**src/rtl/adc_slice_pfd_cal_seq.sv**
```systemverilog
// PFD/TDC offset calibration sequencer for one stochastic ADC slice.
// Points both PFD inputs at the test clock in each polarity, lets the
// slice pipeline settle, then averages signed ADC codes per polarity.
// Reports both averages and their mean (the PFD/TDC offset).
//
// state   | meaning
// --------+----------------------------------------------------------
// S_IDLE  | mission routing (sel=00), waiting for start
// S_CFG_A | test clock, polarity 0, settling; ADC input ignored
// S_ACC_A | test clock, polarity 0, accumulating 2^Nacc_log2 samples
// S_CFG_B | test clock, polarity 1, settling; ADC input ignored
// S_ACC_B | test clock, polarity 1, accumulating 2^Nacc_log2 samples
// S_FIN   | mission routing restored, done pulse, results valid
module adc_slice_pfd_cal_seq #(
  parameter int Nadc      = 8,
  parameter int Nacc_log2 = 4,
  parameter int Nsettle   = 8
) (
  input  logic                   clk_adder,
  input  logic                   rstb,
  input  logic                   start_i,
  input  logic                   abort_i,
  input  logic [Nadc-1:0]        adc_data_i,
  input  logic                   adc_sign_i,
  output logic [1:0]             sel_PFD_in_o,
  output logic                   sign_PFD_clk_in_o,
  output logic                   busy_o,
  output logic                   done_o,
  output logic                   res_valid_o,
  output logic signed [Nadc:0]   avg_a_o,
  output logic signed [Nadc:0]   avg_b_o,
  output logic signed [Nadc:0]   offset_o
);

  localparam int AW = Nadc + 1 + Nacc_log2;
  // One down-counter serves both settle and accumulate phases; 8 bits
  // covers Nsettle-1 <= 254 and 2^Nacc_log2-1 <= 255.
  localparam int CW = 8;
  localparam logic [CW-1:0] SETTLE_LD = CW'(Nsettle - 1);
  localparam logic [CW-1:0] ACC_LD    = CW'((1 << Nacc_log2) - 1);

  typedef enum logic [2:0] {
    S_IDLE, S_CFG_A, S_ACC_A, S_CFG_B, S_ACC_B, S_FIN
  } state_t;

  state_t state_q, state_d;
  logic [CW-1:0]         cnt_q, cnt_d;
  logic signed [AW-1:0]  acc_q, acc_d;
  logic signed [Nadc:0]  avg_a_q, avg_a_d, avg_b_q, avg_b_d, offset_q, offset_d;
  logic                  res_valid_q, res_valid_d;
  logic [1:0]            sel_q, sel_d;
  logic                  sign_q, sign_d, busy_q, busy_d, done_q, done_d;

  logic signed [Nadc:0]   sample;
  logic signed [AW-1:0]   acc_sum;
  logic signed [Nadc:0]   avg_new;
  logic signed [Nadc+1:0] off_sum;
  logic signed [Nadc:0]   offset_new;

  // Sample conversion, running sum, floor-average and floor-mean of the two averages.
  always_comb begin
    sample     = adc_sign_i ? $signed({1'b0, adc_data_i}) : -$signed({1'b0, adc_data_i});
    acc_sum    = acc_q + {{Nacc_log2{sample[Nadc]}}, sample};
    avg_new    = (Nadc+1)'(acc_sum >>> Nacc_log2);
    off_sum    = {avg_a_q[Nadc], avg_a_q} + {avg_new[Nadc], avg_new};
    offset_new = (Nadc+1)'(off_sum >>> 1);
  end

  // Next-state, counter, accumulator and result updates; abort overrides all.
  always_comb begin
    state_d     = state_q;
    cnt_d       = cnt_q;
    acc_d       = acc_q;
    avg_a_d     = avg_a_q;
    avg_b_d     = avg_b_q;
    offset_d    = offset_q;
    res_valid_d = res_valid_q;
    case (state_q)
      S_IDLE: begin
        if (start_i && !abort_i) begin
          state_d     = S_CFG_A;
          cnt_d       = SETTLE_LD;
          acc_d       = '0;
          res_valid_d = 1'b0;
        end
      end
      S_CFG_A, S_CFG_B: begin
        if (cnt_q == '0) begin
          state_d = (state_q == S_CFG_A) ? S_ACC_A : S_ACC_B;
          cnt_d   = ACC_LD;
        end else begin
          cnt_d = cnt_q - 1'b1;
        end
      end
      S_ACC_A: begin
        acc_d = acc_sum;
        if (cnt_q == '0) begin
          avg_a_d = avg_new;
          acc_d   = '0;
          cnt_d   = SETTLE_LD;
          state_d = S_CFG_B;
        end else begin
          cnt_d = cnt_q - 1'b1;
        end
      end
      S_ACC_B: begin
        acc_d = acc_sum;
        if (cnt_q == '0) begin
          avg_b_d     = avg_new;
          offset_d    = offset_new;
          res_valid_d = 1'b1;
          acc_d       = '0;
          state_d     = S_FIN;
        end else begin
          cnt_d = cnt_q - 1'b1;
        end
      end
      S_FIN:   state_d = S_IDLE;
      default: state_d = S_IDLE;
    endcase
    if (abort_i && state_q != S_IDLE) begin
      state_d     = S_IDLE;
      cnt_d       = cnt_q;
      acc_d       = acc_q;
      avg_a_d     = avg_a_q;
      avg_b_d     = avg_b_q;
      offset_d    = offset_q;
      res_valid_d = res_valid_q;
    end
  end

  // Registered slice controls are decoded from the next state so they change with it.
  always_comb begin
    busy_d = state_d inside {S_CFG_A, S_ACC_A, S_CFG_B, S_ACC_B};
    sel_d  = busy_d ? 2'b11 : 2'b00;
    sign_d = state_d inside {S_CFG_B, S_ACC_B};
    done_d = (state_d == S_FIN);
  end

  // State register.
  always_ff @(posedge clk_adder or negedge rstb) begin
    if (!rstb) state_q <= S_IDLE;
    else       state_q <= state_d;
  end

  // Datapath and output registers.
  always_ff @(posedge clk_adder or negedge rstb) begin
    if (!rstb) begin
      cnt_q       <= '0;
      acc_q       <= '0;
      avg_a_q     <= '0;
      avg_b_q     <= '0;
      offset_q    <= '0;
      res_valid_q <= 1'b0;
      sel_q       <= 2'b00;
      sign_q      <= 1'b0;
      busy_q      <= 1'b0;
      done_q      <= 1'b0;
    end else begin
      cnt_q       <= cnt_d;
      acc_q       <= acc_d;
      avg_a_q     <= avg_a_d;
      avg_b_q     <= avg_b_d;
      offset_q    <= offset_d;
      res_valid_q <= res_valid_d;
      sel_q       <= sel_d;
      sign_q      <= sign_d;
      busy_q      <= busy_d;
      done_q      <= done_d;
    end
  end

  assign sel_PFD_in_o      = sel_q;
  assign sign_PFD_clk_in_o = sign_q;
  assign busy_o            = busy_q;
  assign done_o            = done_q;
  assign res_valid_o       = res_valid_q;
  assign avg_a_o           = avg_a_q;
  assign avg_b_o           = avg_b_q;
  assign offset_o          = offset_q;

endmodule

```
**config.mk**
```make
export PLATFORM = sky130hd
export DESIGN_NAME = adc_slice_pfd_cal_seq
export DESIGN_NICKNAME = d
export VERILOG_FILES = /design/src/rtl/adc_slice_pfd_cal_seq.sv
export SDC_FILE = /design/constraint.sdc
export NUM_CORES = 1
export LEC_CHECK = 0
export BUFFER_PORTS_ARGS = -buffer_cell sky130_fd_sc_hd__buf_2
export CORE_MARGIN = 1
export CORE_UTILIZATION = 50
export CTS_CLUSTER_DIAMETER = 30
export DETAILED_ROUTE_END_ITERATION = 10
export GPL_TIMING_DRIVEN = 0
export MAX_ROUTING_LAYER = met4
export PLACE_DENSITY_LB_ADDON = 0.1
export SLEW_MARGIN = 20
export SYNTH_ARGS = -nofsm -noshare
export SYNTH_HDL_FRONTEND = slang
export SYNTH_SLANG_ARGS = --single-unit
export TNS_END_PERCENT = 20
```
**constraint.sdc**
```tcl
create_clock -name clk_adder -period 4.7 [get_ports clk_adder]
set_input_delay 0.94 -clock clk_adder [delete_from_list [all_inputs] [get_ports clk_adder]]
set_output_delay 0.94 -clock clk_adder [all_outputs]
set_load 0.005 [all_outputs]
```
==> key figures, run 1 <==
Outcome
  – Status: finished clean

Finish
  – Filler cells: 597
  – Final core utilization: 0.5926
  – Finished Cell Area: 3849 sq um
  – Final Net Count: 438
  – Area grow syn2layout: 12.26%
  – Most frequent cells in the layout: 55 x dfrtp_1, 46 x buf_2, 29 x nand2_1
  – N_diodes: 0
  – Layout cells sized above 1: 0.2155
  – Most common cell after layout, fill and taps aside: dfrtp_1

Worst setup path
  – CP Data Required Time: 4910 ps
  – Critical path launch point type: input port
  – CP endpoint kind: register
  – Setup CP Type: input port to register
  – Critical-path maximum fanout: 5
  – Worst Path Arrival: 4560 ps

Timing
  – Crit share post-route: 0.9259
  – Rel. slew slack: 0.4906
  – Setup TNS: 0 ps
  – Fmax: 0.2298 GHz
  – Least-Margin Pin Slew: 764.1 ps
  – RSZ-0062 raised after global routing: no
  – Final setup violation count: 0
  – Fin Hold WS: 480.1 ps
  – Final hold viol count: 0
  – Min Tclk post-route: 4352 ps
  – Fin Clk Skew: 17.46 ps
  – Fin. max-slew vios: 0

Synth
  – Post-synth EDFFs: 0
  – Top_reg_cell synth: dfrtp_1
  – Seq/Total Area, Yosys: 0.4015
  – Post-synthesis register bit count: 55
  – Syn Nets: 387
  – Syn avg cell area: 9.880 sq um
  – Asr flop ratio synth: 1.000
  – Synth Cell Area: 3428 sq um
  – Yosys warnings: 0
  – Synth Instances: 347
  – Library cells used by synthesis: 54

Global routing
  – Antenna violations before repair: 0
  – Gr ovfl total: 0
  – First-pass GRT wire length: 11850 um
  – Largest net degree at the start of global routing: 56
  – Total GRT Usage: 0.2150
  – Vias in the first global route: 2562

Min path
  – Worst min-delay path class: register to register

Clocking
  – Clock sinks: 55
  – Root Driver: clkbuf_8
  – Clock Path Buffers: 2
  – Setup bufs post-CTS: 0
  – Post_cts resized: 0
  – CTS tree: built
  – H-Tree Depth: 2
  – Clock transition at path regs: 110 ps
  – Cts bufs inserted: 5
  – Clk Latency, worst-skew pair: 320 ps
  – Hold-fix buffer count after cts: 0

Route
  – DR pass1 iterations: 6
  – Drc violations: 0
  – Routed Wire Length: 6827 um
  – Total number of vias: 2694
  – DRT antenna net count: 0
  – Drt initial violations: 108
  – Vias/cell: 5.660
  – Per-cell routed wire length: 14.34 um

Die
  – Row cnt: 29
  – # IOs: 46
  – Die area: 7192 sq um
  – Die X: 84.81 um
  – Initial Util: 0.5278
  – Total core area: 6495 sq um
  – Chip height: 84.81 um

Place
  – Global placement routability congestion: 0.7847
  – I/O Buffers: 44
  – DP HPWL: 5130 um
  – Area post-placement: 3747 sq um

Power
  – Peak supply drop: 0.1542 mV
  – Power per cell area: 229.9 nW/um^2
  – Power Total: 0.0008848 W
  – Leak: 1.962 nW

Job
  – MaxCap Viol Count: 0
final cells by class:
cell class | count | area, sq um | share of cell area
multi-input cells | 268 | 1936 | 0.5029
flip-flops and latches | 55 | 1376 | 0.3576
repair buffers | 44 | 222.7 | 0.05787
well taps | 77 | 96.34 | 0.02503
clock buffers | 6 | 82.58 | 0.02146
plain buffers | 13 | 75.07 | 0.01951
inverters | 11 | 41.29 | 0.01073
clock inverters | 2 | 18.77 | 0.004876
per-stage QoR:
step | cells | worst slack (ps)
after floorplan | 347 | 423.9
after global placement | 468 | 56.07
after detailed placement | 468 | 28.30
after CTS | 476 | 333.8
after global routing | 476 | 114.4
final | 476 | 348.3
cell usage after synthesis, types with 3 or more instances:
master | count | area, sq um
and2_1 | 3 | 18.77
inv_1 | 9 | 33.78
o21a_1 | 7 | 52.55
ha_1 | 25 | 312.8
o31ai_1 | 5 | 37.54
a22o_1 | 15 | 131.4
a21o_1 | 3 | 22.52
a211oi_1 | 3 | 22.52
nor2_1 | 28 | 105.1
xor2_1 | 14 | 122.6
nand3_1 | 7 | 35.03
nor2b_1 | 4 | 25.02
nor3b_1 | 4 | 30.03
nor4_1 | 5 | 31.28
o21ai_0 | 19 | 95.09
dfrtp_1 | 55 | 1376
nor3_1 | 14 | 70.07
clkbuf_1 | 6 | 22.52
buf_2 | 3 | 15.01
a21oi_1 | 22 | 110.1
xnor2_1 | 9 | 78.83
nand2_1 | 29 | 108.9
or2_2 | 4 | 25.02
mux2_2 | 14 | 157.7
worst max-delay path, cell delays in order:
cell       delay [ps]
buf_2             110
inv_1              40
ha_1              270
mux2_2            290
fa_1              440
and3_1            230
or2_2             320
a31oi_1           200
xnor2_1           240
ha_1              360
nor2b_1           160
o21a_1            180
o21a_1            200
o211ai_1          260
a2111oi_0         140
nand3b_1          190
worst paths after layout:
kind                                              start                 endpoint  slack (ps)  cells after the start
worst min register to register  offset_o[1]$_DFFE_PN0P_  offset_o[1]$_DFFE_PN0P_         480                      2
min in group asynchronous                          rstb   avg_b_o[2]$_DFFE_PN0P_         640                      1
max in group asynchronous                          rstb     acc_q[3]$_DFFE_PN0P_        3560                      1
worst max-delay path                      adc_data_i[0]  offset_o[7]$_DFFE_PN0P_         350                     16
worst max register to register     acc_q[0]$_DFFE_PN0P_  offset_o[7]$_DFFE_PN0P_        1090                     13
worst min-delay path            offset_o[1]$_DFFE_PN0P_  offset_o[1]$_DFFE_PN0P_         480                      2
state kept, by name, indices dropped and copies added, names as in the netlist:
| signal | count |
|---|---|
| res_valid_o | 1 |
| offset_o | 9 |
| acc_q | 13 |
| cnt_q | 8 |
| avg_b_o | 9 |
| sign_PFD_clk_in_o | 1 |
| sel_PFD_in_o | 1 |
| state_q | 3 |
| done_o | 1 |
| avg_a_o | 9 |
per-layer routing:
layer	wire length [um]	part of all wire	vias to the layer above	global-route usage
li1	-	-	1355	-
met1	3244	0.48	1292	0.2717
met2	3292	0.48	40	0.3562
met3	163	0.024	7	0.03343
met4	127	0.019	0	0.06626
met5	0	0	-	-
report_power, final:
group          leakage (nW)  switching (W)  internal [W]  total, W
Sequential            0.752     0.00000425      0.000478  0.000482
Combinational          1.16      0.0000695     0.0000433  0.000113
Clock                0.0493       0.000166      0.000124  0.000290
Total                  1.96       0.000240      0.000645  0.000885
kinds of logic after synthesis:
kind of cell | count (synthesis) | synth area share
flops | 55 | 0.4015
fa+ha+maj | 27 | 0.1029
mux | 16 | 0.05182
simple gates | 113 | 0.1715
compound gates | 88 | 0.1730
xor+xnor | 24 | 0.06533
buf+inv | 24 | 0.03394
Note: power is estimated with default switching activity, not from simulation.
==> inputs of run 2 (changes only) <==
Settings changed: ABC_AREA set to 1, CELL_PAD_IN_SITES_DETAIL_PLACEMENT set to 1, CELL_PAD_IN_SITES_GLOBAL_PLACEMENT set to 2, CORE_UTILIZATION 50 to 34.
==> run 2 against run 1 <==
Effect of this change:
- setup slack better by 10 ps
- cell count increased by 39%
- global-route usage decreased by 1.8 points
- non-clock buffer count decreased by 6
- utilization is 19 points lower
- synthesized cell count up 35%
- critical path depth up 4
- fmax rose by 0.23%
- sequential cell count did not move
- first-iteration DRC count fell by 9.3%
- register-to-register slack gained 280 ps
- wire length rose by 42%
- critical path type unchanged
==> key figures, run 2 <==
Synth
  – Syn avg cell area: 7.765 sq um (was 9.880 sq um)
  – Synth Area in XOR/XNOR: 0.05039 (was 0.06533)
  – Asr flop ratio synth: 1.000 (unchanged)
  – Synth Area in Adders: 0.09667 (was 0.1029)
  – Synth Area in Simple Gates: 0.2924 (was 0.1715)
  – Area contributors post-synth: dfrtp_1 38%, nand2_1 14%, ha_1 8.6% (was dfrtp_1 40%, ha_1 9.1%, mux2_2 4.6%)
  – Library cells used by synthesis: 41 (was 54)
  – Synth Instances: 470 (was 347)
  – Top_reg_cell synth: dfrtp_1 (unchanged)
  – Yosys warnings: 0 (unchanged)
  – Commonest cells in the netlist: 139 x nand2_1, 55 x dfrtp_1, 45 x inv_1, 37 x nor2_1, 34 x nand3_1 (was 55 x dfrtp_1, 29 x nand2_1, 28 x nor2_1, 25 x ha_1, 22 x a21oi_1)
  – Synth Cell Area: 3650 sq um (was 3428 sq um)
  – Share of the synthesized area in the top cell type: 0.3771 (was 0.4015)
  – Mux cell area share after synthesis: 0 (was 0.05182)
  – Most common cell in the netlist: nand2_1 (was dfrtp_1)
  – Syn Nets: 510 (was 387)
  – Post-synthesis register bit count: 55 (unchanged)
  – Post-synth EDFFs: 0 (unchanged)
  – Seq/Total Area, Yosys: 0.3771 (was 0.4015)
  – Combinational family with the most area after synthesis: simple AND/OR/NAND/NOR gates (was compound AO/OA/AOI/OAI gates)
  – Area leader, netlist: dfrtp_1 (unchanged)
  – Synth Area in Compound Gates: 0.1159 (was 0.1730)

Route
  – Per-cell routed wire length: 14.67 um (was 14.34 um)
  – Total number of vias: 3229 (was 2694)
  – DRT antenna net count: 0 (unchanged)
  – Drt initial violations: 98 (was 108)
  – Routed Wire Length: 9684 um (was 6827 um)
  – Vias/cell: 4.892 (was 5.660)
  – DR pass1 iterations: 6 (unchanged)
  – Drc violations: 0 (unchanged)

Place
  – Placement Setup Slack: -45.86 ps (was 28.30 ps)
  – Placed cell count: 651 (was 468)
  – DP HPWL: 7663 um (was 5130 um)
  – Area post-placement: 4048 sq um (was 3747 sq um)
  – I/O Buffers: 45 (was 44)
  – Global placement routability congestion: 0.8223 (was 0.7847)

Timing
  – Crit share post-route: 0.9238 (was 0.9259)
  – Rel. slew slack: 0.5113 (was 0.4906)
  – Fmax: 0.2303 GHz (was 0.2298 GHz)
  – Final WS setup: 358.4 ps (was 348.3 ps)
  – Final hold viol count: 0 (unchanged)
  – Fin Clk Skew: 14.06 ps (was 17.46 ps)
  – Least-Margin Pin Slew: 733.1 ps (was 764.1 ps)
  – Fin Hold WS: 491.6 ps (was 480.1 ps)
  – Fin. max-slew vios: 0 (unchanged)
  – Min Tclk post-route: 4342 ps (was 4352 ps)
  – RSZ-0062 raised after global routing: no (unchanged)
  – Final setup violation count: 0 (unchanged)

Global routing
  – Grt met2 use: 0.3186 (was 0.3562)
  – Antenna violations before repair: 0 (unchanged)
  – Total GRT Usage: 0.1975 (was 0.2150)
  – Grt met3 use: 0.02103 (was 0.03343)
  – GR Layer Usage met1: 0.2716 (was 0.2717)
  – Gr ovfl total: 0 (unchanged)
  – First-pass GRT wire length: 16990 um (was 11850 um)
  – Vias in the first global route: 3409 (was 2562)
  – Largest net degree at the start of global routing: 56 (unchanged)
  – GR peak layer: met2 (unchanged)

Die
  – Chip height: 105.6 um (was 84.81 um)
  – Row cnt: 37 (was 29)
  – Total core area: 10370 sq um (was 6495 sq um)
  – # IOs: 46 (unchanged)
  – Die X: 105.6 um (was 84.81 um)
  – Die area: 11150 sq um (was 7192 sq um)
  – Initial Util: 0.3520 (was 0.5278)

Power
  – Sw Ratio: 0.3907 (was 0.2715)
  – Combinational power share: 0.364 (was 0.128)
  – Leak: 2.282 nW (was 1.962 nW)
  – Flop pwr share: 0.398 (was 0.545)
  – Power per cell area: 334.4 nW/um^2 (was 229.9 nW/um^2)
  – Switch Pwr: 0.0005455 W (was 0.0002402 W)
  – Internal Pwr Total: 0.0008507 W (was 0.0006446 W)
  – Peak supply drop: 0.1520 mV (was 0.1542 mV)
  – Clock network power share: 0.238 (was 0.328)

Clocking
  – Cts bufs inserted: 5 (unchanged)
  – Hold-fix buffer count after cts: 0 (unchanged)
  – Clock Path Buffers: 2 (unchanged)
  – Clock sinks: 55 (unchanged)
  – Clock transition at path regs: 120 ps (was 110 ps)
  – CTS tree: built (unchanged)
  – Root Driver: clkbuf_8 (unchanged)
  – Clk Latency, worst-skew pair: 320 ps (about the same)
  – H-Tree Depth: 2 (unchanged)

Min path
  – Hold path startpoint: offset_o[1]$_DFFE_PN0P_ (unchanged)
  – Hold EP: offset_o[1]$_DFFE_PN0P_ (unchanged)
  – Worst min-delay path class: register to register (unchanged)
  – Hold-critical path depth: 2 (unchanged)

Worst setup path
  – Buffers & Inverters on Critical Path: 2 (unchanged)
  – Reg2reg start: acc_q[0]$_DFFE_PN0P_ (unchanged)
  – CP top delay family: compound AO/OA/AOI/OAI gates (was adder cells)
  – CP endpoint kind: register (unchanged)
  – Worst reg-to-reg path cell count: 17 (was 13)
  – Setup CP Type: input port to register (unchanged)
  – Critical-path cell list: buf_2 -> o31ai_1 -> o21ai_0 -> xor2_1 -> ha_1 -> a21oi_1 -> o21ai_0 -> a21oi_1 -> xor2_1 -> ha_1 -> a21oi_1 -> o21ai_0 -> inv_1 -> nor2_1 -> nor2_1 -> nand2_1 -> nand2_1 -> nand2_1 -> nand2_1 -> nand2_1 (was buf_2 -> inv_1 -> ha_1 -> mux2_2 -> fa_1 -> and3_1 -> or2_2 -> a31oi_1 -> xnor2_1 -> ha_1 -> nor2b_1 -> o21a_1 -> o21a_1 -> o211ai_1 -> a2111oi_0 -> nand3b_1)
  – R2r setup slk: 1370 ps (was 1090 ps)
  – Critical-path top delay cell: o31ai_1 (was fa_1)
  – CP Data Required Time: 4910 ps (about the same)
  – Crit-path most repeated cell: nand2_1
  – Critical-path maximum fanout: 4 (was 5)
  – R2r endpoint: offset_o[8]$_DFFE_PN0P_ (was offset_o[7]$_DFFE_PN0P_)
  – CP peak stage delay: 490 ps (was 440 ps)
  – Critical path launch point type: input port (unchanged)
  – Worst Path Arrival: 4550 ps (was 4560 ps)

Finish
  – Most common cell after layout, fill and taps aside: nand2_1 (was dfrtp_1)
  – Top reg by flops: acc_q (unchanged)
  – Most frequent cells in the layout: 139 x nand2_1, 55 x dfrtp_1, 45 x inv_1 (was 55 x dfrtp_1, 46 x buf_2, 29 x nand2_1)
  – Final Net Count: 563 (was 438)
  – Final core utilization: 0.4026 (was 0.5926)
  – Max reg flops: 13 (unchanged)
  – Finished Cell Area: 4175 sq um (was 3849 sq um)
  – Area grow syn2layout: 14.40% (was 12.26%)
  – Layout Cells excl Fill: 660 (was 476)
  – Layout cells sized above 1: 0.1756 (was 0.2155)
  – N_diodes: 0 (unchanged)

Job
  – MaxCap Viol Count: 0 (unchanged)

Outcome
  – Status: finished clean (unchanged)
## run 2: cell types whose count changed in the layout (fill, tap and decap cells not counted), moves of 6 or more
cell | before | now
mux2_2 | 14 | 0
nand3_1 | 7 | 34
o21a_1 | 7 | 1
nor3_1 | 14 | 4
a22o_1 | 15 | 3
nor2_1 | 28 | 37
nand2_1 | 29 | 139
o21ai_2 | 0 | 6
inv_1 | 9 | 45
## run 2: logic make-up after synthesis
group	Yosys count
compound gates	68
xor+xnor	21
fa+ha+maj	27
buf+inv	58
flops	55
simple gates	241
## run 2: layout make-up
cell class                 instances  area, sq um
buffer                             5        45.04
inverter                          53        201.4
sequential                        55         1376
fill                            1313         6195
tap                              136        170.2
clock buffer                       6        72.57
timing repair buffer              46        235.2
clock inverter                     2        38.79
multi-input combinational        357         2036
## run 2: worst reg2reg max path, delay by kind of cell (launching register included)
family          cells  cell delay [ps]
buf+inv             1              100
fa+ha+maj           3             1090
compound gates      3              540
simple gates        9              740
xor+xnor            1              360
flops               1              410
## run 2: metrics by stage
stage / total power (W) / TNS, ps
after global placement: 0.001068 / -10.88
final: 0.001396 / 0
after global routing: 0.001509 / 0
after CTS: 0.001420 / 0
after floorplan: 0.0009234 / 0
after detailed placement: 0.001078 / -45.86
## run 2: worst max path at each step
stage                       start                       to  slack (ps)  cells past startpoint
finish              adc_data_i[2]  offset_o[8]$_DFFE_PN0P_         360                     20
global route        adc_data_i[2]  offset_o[8]$_DFFE_PN0P_          70                     20
CTS                 adc_data_i[0]  offset_o[8]$_DFFE_PN0P_         290                     23
detailed placement  adc_data_i[0]  offset_o[8]$_DFFE_PN0P_         -50                     23
global placement    adc_data_i[0]  offset_o[8]$_DFFE_PN0P_         -10                     23
floorplan           adc_data_i[1]  offset_o[8]$_DFFE_PN0P_         880                     22
## run 2: timing repair
action                                  CTS  global route
resized for setup                         0             2
endpoints found under the setup margin    0             1
setup buffers                             0             1
## run 2: metal layers
metal | vias up | part of all wire
met2 | 26 | 0.47
met3 | 6 | 0.020
met4 | 0 | 0.0067
met5 | - | 0
met1 | 1567 | 0.51
li1 | 1630 | -
## run 2: power groups by stage
stage | Sequential, W | Combinational (W) | Clock [W]
3_5_place_dp | 0.000565 | 0.000513 | 0
2_1_floorplan | 0.000557 | 0.000366 | 0
3_3_place_gp | 0.000563 | 0.000505 | 0
4_1_cts | 0.000556 | 0.000516 | 0.000348
5_1_grt | 0.000562 | 0.000586 | 0.000362
6_report | 0.000555 | 0.000509 | 0.000332
==> inputs of run 3 (changes only) <==
Settings changed: ABC_CLOCK_PERIOD_IN_PS set to 4700, CORE_ASPECT_RATIO set to 0.9.
==> run 3 against run 2 <==
Effect of this change:
- the run now ends with DRC left
- combinational power up 0.8%
- sequential share of layout area fell by 0.11 points
- count of clock-buffer cells in the layout down 1
- critical path type unchanged
- fmax grew 3.1%
==> key figures, run 3 (synthesis results as in run 2) <==
Outcome
  – Status: finished, violations left (was finished clean)
  – Failing checks: DRC

Timing
  – Final hold viol count: 0 (unchanged)
  – Fin. max-slew vios: 0 (unchanged)
  – Min Tclk post-route: 4211 ps (was 4342 ps)
  – Fin Hold WS: 481.6 ps (was 491.6 ps)
  – RSZ-0062 raised after global routing: no (unchanged)
  – Crit share post-route: 0.8959 (was 0.9238)
  – Setup TNS: 0 ps (unchanged)
  – Final setup violation count: 0 (unchanged)
  – Rel. slew slack: 0.5164 (was 0.5113)
  – Least-Margin Pin Slew: 725.4 ps (was 733.1 ps)
  – Fin Clk Skew: 10.99 ps (was 14.06 ps)
  – Fmax: 0.2375 GHz (was 0.2303 GHz)

Finish
  – Most frequent cells in the layout: 139 x nand2_1, 55 x dfrtp_1, 45 x inv_1 (unchanged)
  – N_diodes: 0 (unchanged)
  – Most common cell after layout, fill and taps aside: nand2_1 (unchanged)
  – Top reg by flops: acc_q (unchanged)
  – Final Net Count: 562 (was 563)
  – Area grow syn2layout: 14.78% (was 14.40%)
  – Max reg flops: 13 (unchanged)
  – Layout cells sized above 1: 0.1743 (was 0.1756)

Route
  – Vias/cell: 4.846 (was 4.892)
  – Total number of vias: 3155 (was 3229)
  – Per-cell routed wire length: 14.64 um (was 14.67 um)
  – Routed Wire Length: 9529 um (was 9684 um)
  – Drt initial violations: 86 (was 98)
  – DR pass1 iterations: 7 (was 6)
  – DRT antenna net count: 0 (unchanged)
  – Drc violations: 4 (was 0)

Clocking
  – Cts bufs inserted: 5 (unchanged)
  – Clock transition at path regs: 70 ps (was 120 ps)
  – H-Tree Depth: 2 (unchanged)
  – Hold-fix buffer count after cts: 0 (unchanged)
  – Root Driver: clkbuf_16 (was clkbuf_8)
  – Clock sinks: 55 (unchanged)
  – CTS tree: built (unchanged)
  – Clock Path Buffers: 2 (unchanged)
  – Clk Latency, worst-skew pair: 300 ps (was 320 ps)

Worst setup path
  – R2r setup slk: 1370 ps (about the same)
  – Critical-path top delay cell: xor2_1 (was o31ai_1)
  – Buffers & Inverters on Critical Path: 5 (was 2)
  – Worst Path Arrival: 4400 ps (was 4550 ps)
  – CP endpoint kind: register (unchanged)
  – CP peak stage delay: 450 ps (was 490 ps)
  – Setup crit start: adc_data_i[0] (was adc_data_i[2])
  – CP Data Required Time: 4890 ps (was 4910 ps)
  – Crit path to: offset_o[8]$_DFFE_PN0P_ (unchanged)
  – Worst reg-to-reg path cell count: 17 (unchanged)
  – Setup CP Type: input port to register (unchanged)
  – R2r endpoint: offset_o[8]$_DFFE_PN0P_ (unchanged)
  – Crit path depth: 25 (was 20)
  – Reg2reg start: acc_q[0]$_DFFE_PN0P_ (unchanged)
  – CP top delay family: simple AND/OR/NAND/NOR gates (was compound AO/OA/AOI/OAI gates)
  – Critical-path maximum fanout: 6 (was 4)
  – Critical path launch point type: input port (unchanged)
  – Crit-path most repeated cell: nand2_1 (unchanged)

Power
  – Leak: 2.288 nW (was 2.282 nW)
  – Power per cell area: 343.9 nW/um^2 (was 334.4 nW/um^2)
  – Peak supply drop: 0.1487 mV (was 0.1520 mV)

Place
  – I/O Buffers: 45 (unchanged)
  – Global placement routability congestion: 0.8397 (was 0.8223)
  – DP HPWL: 7565 um (was 7663 um)

Die
  – Chip height: 100.3 um (was 105.6 um)
  – Die area: 11150 sq um (about the same)
  – Initial Util: 0.3531 (was 0.3520)
  – # IOs: 46 (unchanged)
  – Row cnt: 35 (was 37)
  – Total core area: 10330 sq um (was 10370 sq um)
  – Die X: 111.2 um (was 105.6 um)

Global routing
  – First-pass GRT wire length: 16280 um (was 16990 um)
  – Total GRT Usage: 0.1905 (was 0.1975)
  – Largest net degree at the start of global routing: 56 (unchanged)
  – Gr ovfl total: 0 (unchanged)
  – Vias in the first global route: 3332 (was 3409)
  – Antenna violations before repair: 0 (unchanged)

Min path
  – Hold-critical path depth: 2 (unchanged)
  – Worst min-delay path class: register to register (unchanged)

Job
  – MaxCap Viol Count: 0 (unchanged)
[run 3: per-stage QoR]
stage	worst slack [ps]	area [sq um]	cells	util	power, W
finish	489.5	4189	651	0.4053	0.001441
global route	28.65	4189	651	0.4053	0.001549
CTS	253.1	4180	651	0.4045	0.001465
detailed placement	-35.46	4039	644	0.3908	0.001083
global placement	-6.783	4036	644	0.3906	0.001068
floorplan	878.2	3650	470	-	0.0009234
[run 3: worst min path at each step]
stage	startpoint	to	slack, ps
final	offset_o[1]$_DFFE_PN0P_	offset_o[1]$_DFFE_PN0P_	480
after CTS	offset_o[1]$_DFFE_PN0P_	offset_o[1]$_DFFE_PN0P_	480
after global placement	offset_o[6]$_DFFE_PN0P_	offset_o[6]$_DFFE_PN0P_	460
after detailed placement	offset_o[1]$_DFFE_PN0P_	offset_o[1]$_DFFE_PN0P_	470
after global routing	offset_o[1]$_DFFE_PN0P_	offset_o[1]$_DFFE_PN0P_	500
after floorplan	acc_q[10]$_DFFE_PN0P_	acc_q[10]$_DFFE_PN0P_	460
[run 3: where the power goes]
part | switching [W] | internal (W)
sequential | 0.0000366 | 0.000518
clock | 0.000175 | 0.000197
combinational | 0.000343 | 0.000171
total | 0.000555 | 0.000886
[run 3: area by class of cell]
type / instances / area (sq um)
plain buffers: 5 / 45.04
clock buffers: 5 / 125.1
clock inverters: 2 / 16.27
fillers: 1288 / 6146
inverters: 53 / 201.4
multi-input cells: 357 / 2036
flip-flops and latches: 55 / 1376
well taps: 129 / 161.4
repair buffers: 45 / 227.7
[run 3: repair_timing]
| action | in CTS | in global routing |
|---|---|---|
| endpoints found under the hold margin | 0 | 0 |
| buffers inserted | 0 | 0 |
| setup endpoints to repair | 0 | 1 |
| resized for setup | 0 | 2 |
[run 3: layer usage]
| layer | GRT usage | vias up | wire length (um) |
|---|---|---|---|
| li1 | - | 1630 | - |
| met1 | 0.2516 | 1484 | 4832 |
| met2 | 0.3082 | 29 | 4391 |
| met3 | 0.02899 | 12 | 185 |
| met4 | 0.04574 | 0 | 121 |
| met5 | - | - | 0 |
[run 3: tightest hold or removal path: cells and delay by family (launching register included)]
family | cells | cell delay, ps
and+or+nand+nor | 1 | 60
AOI/OAI and AO/OA | 1 | 40
DFF | 1 | 340
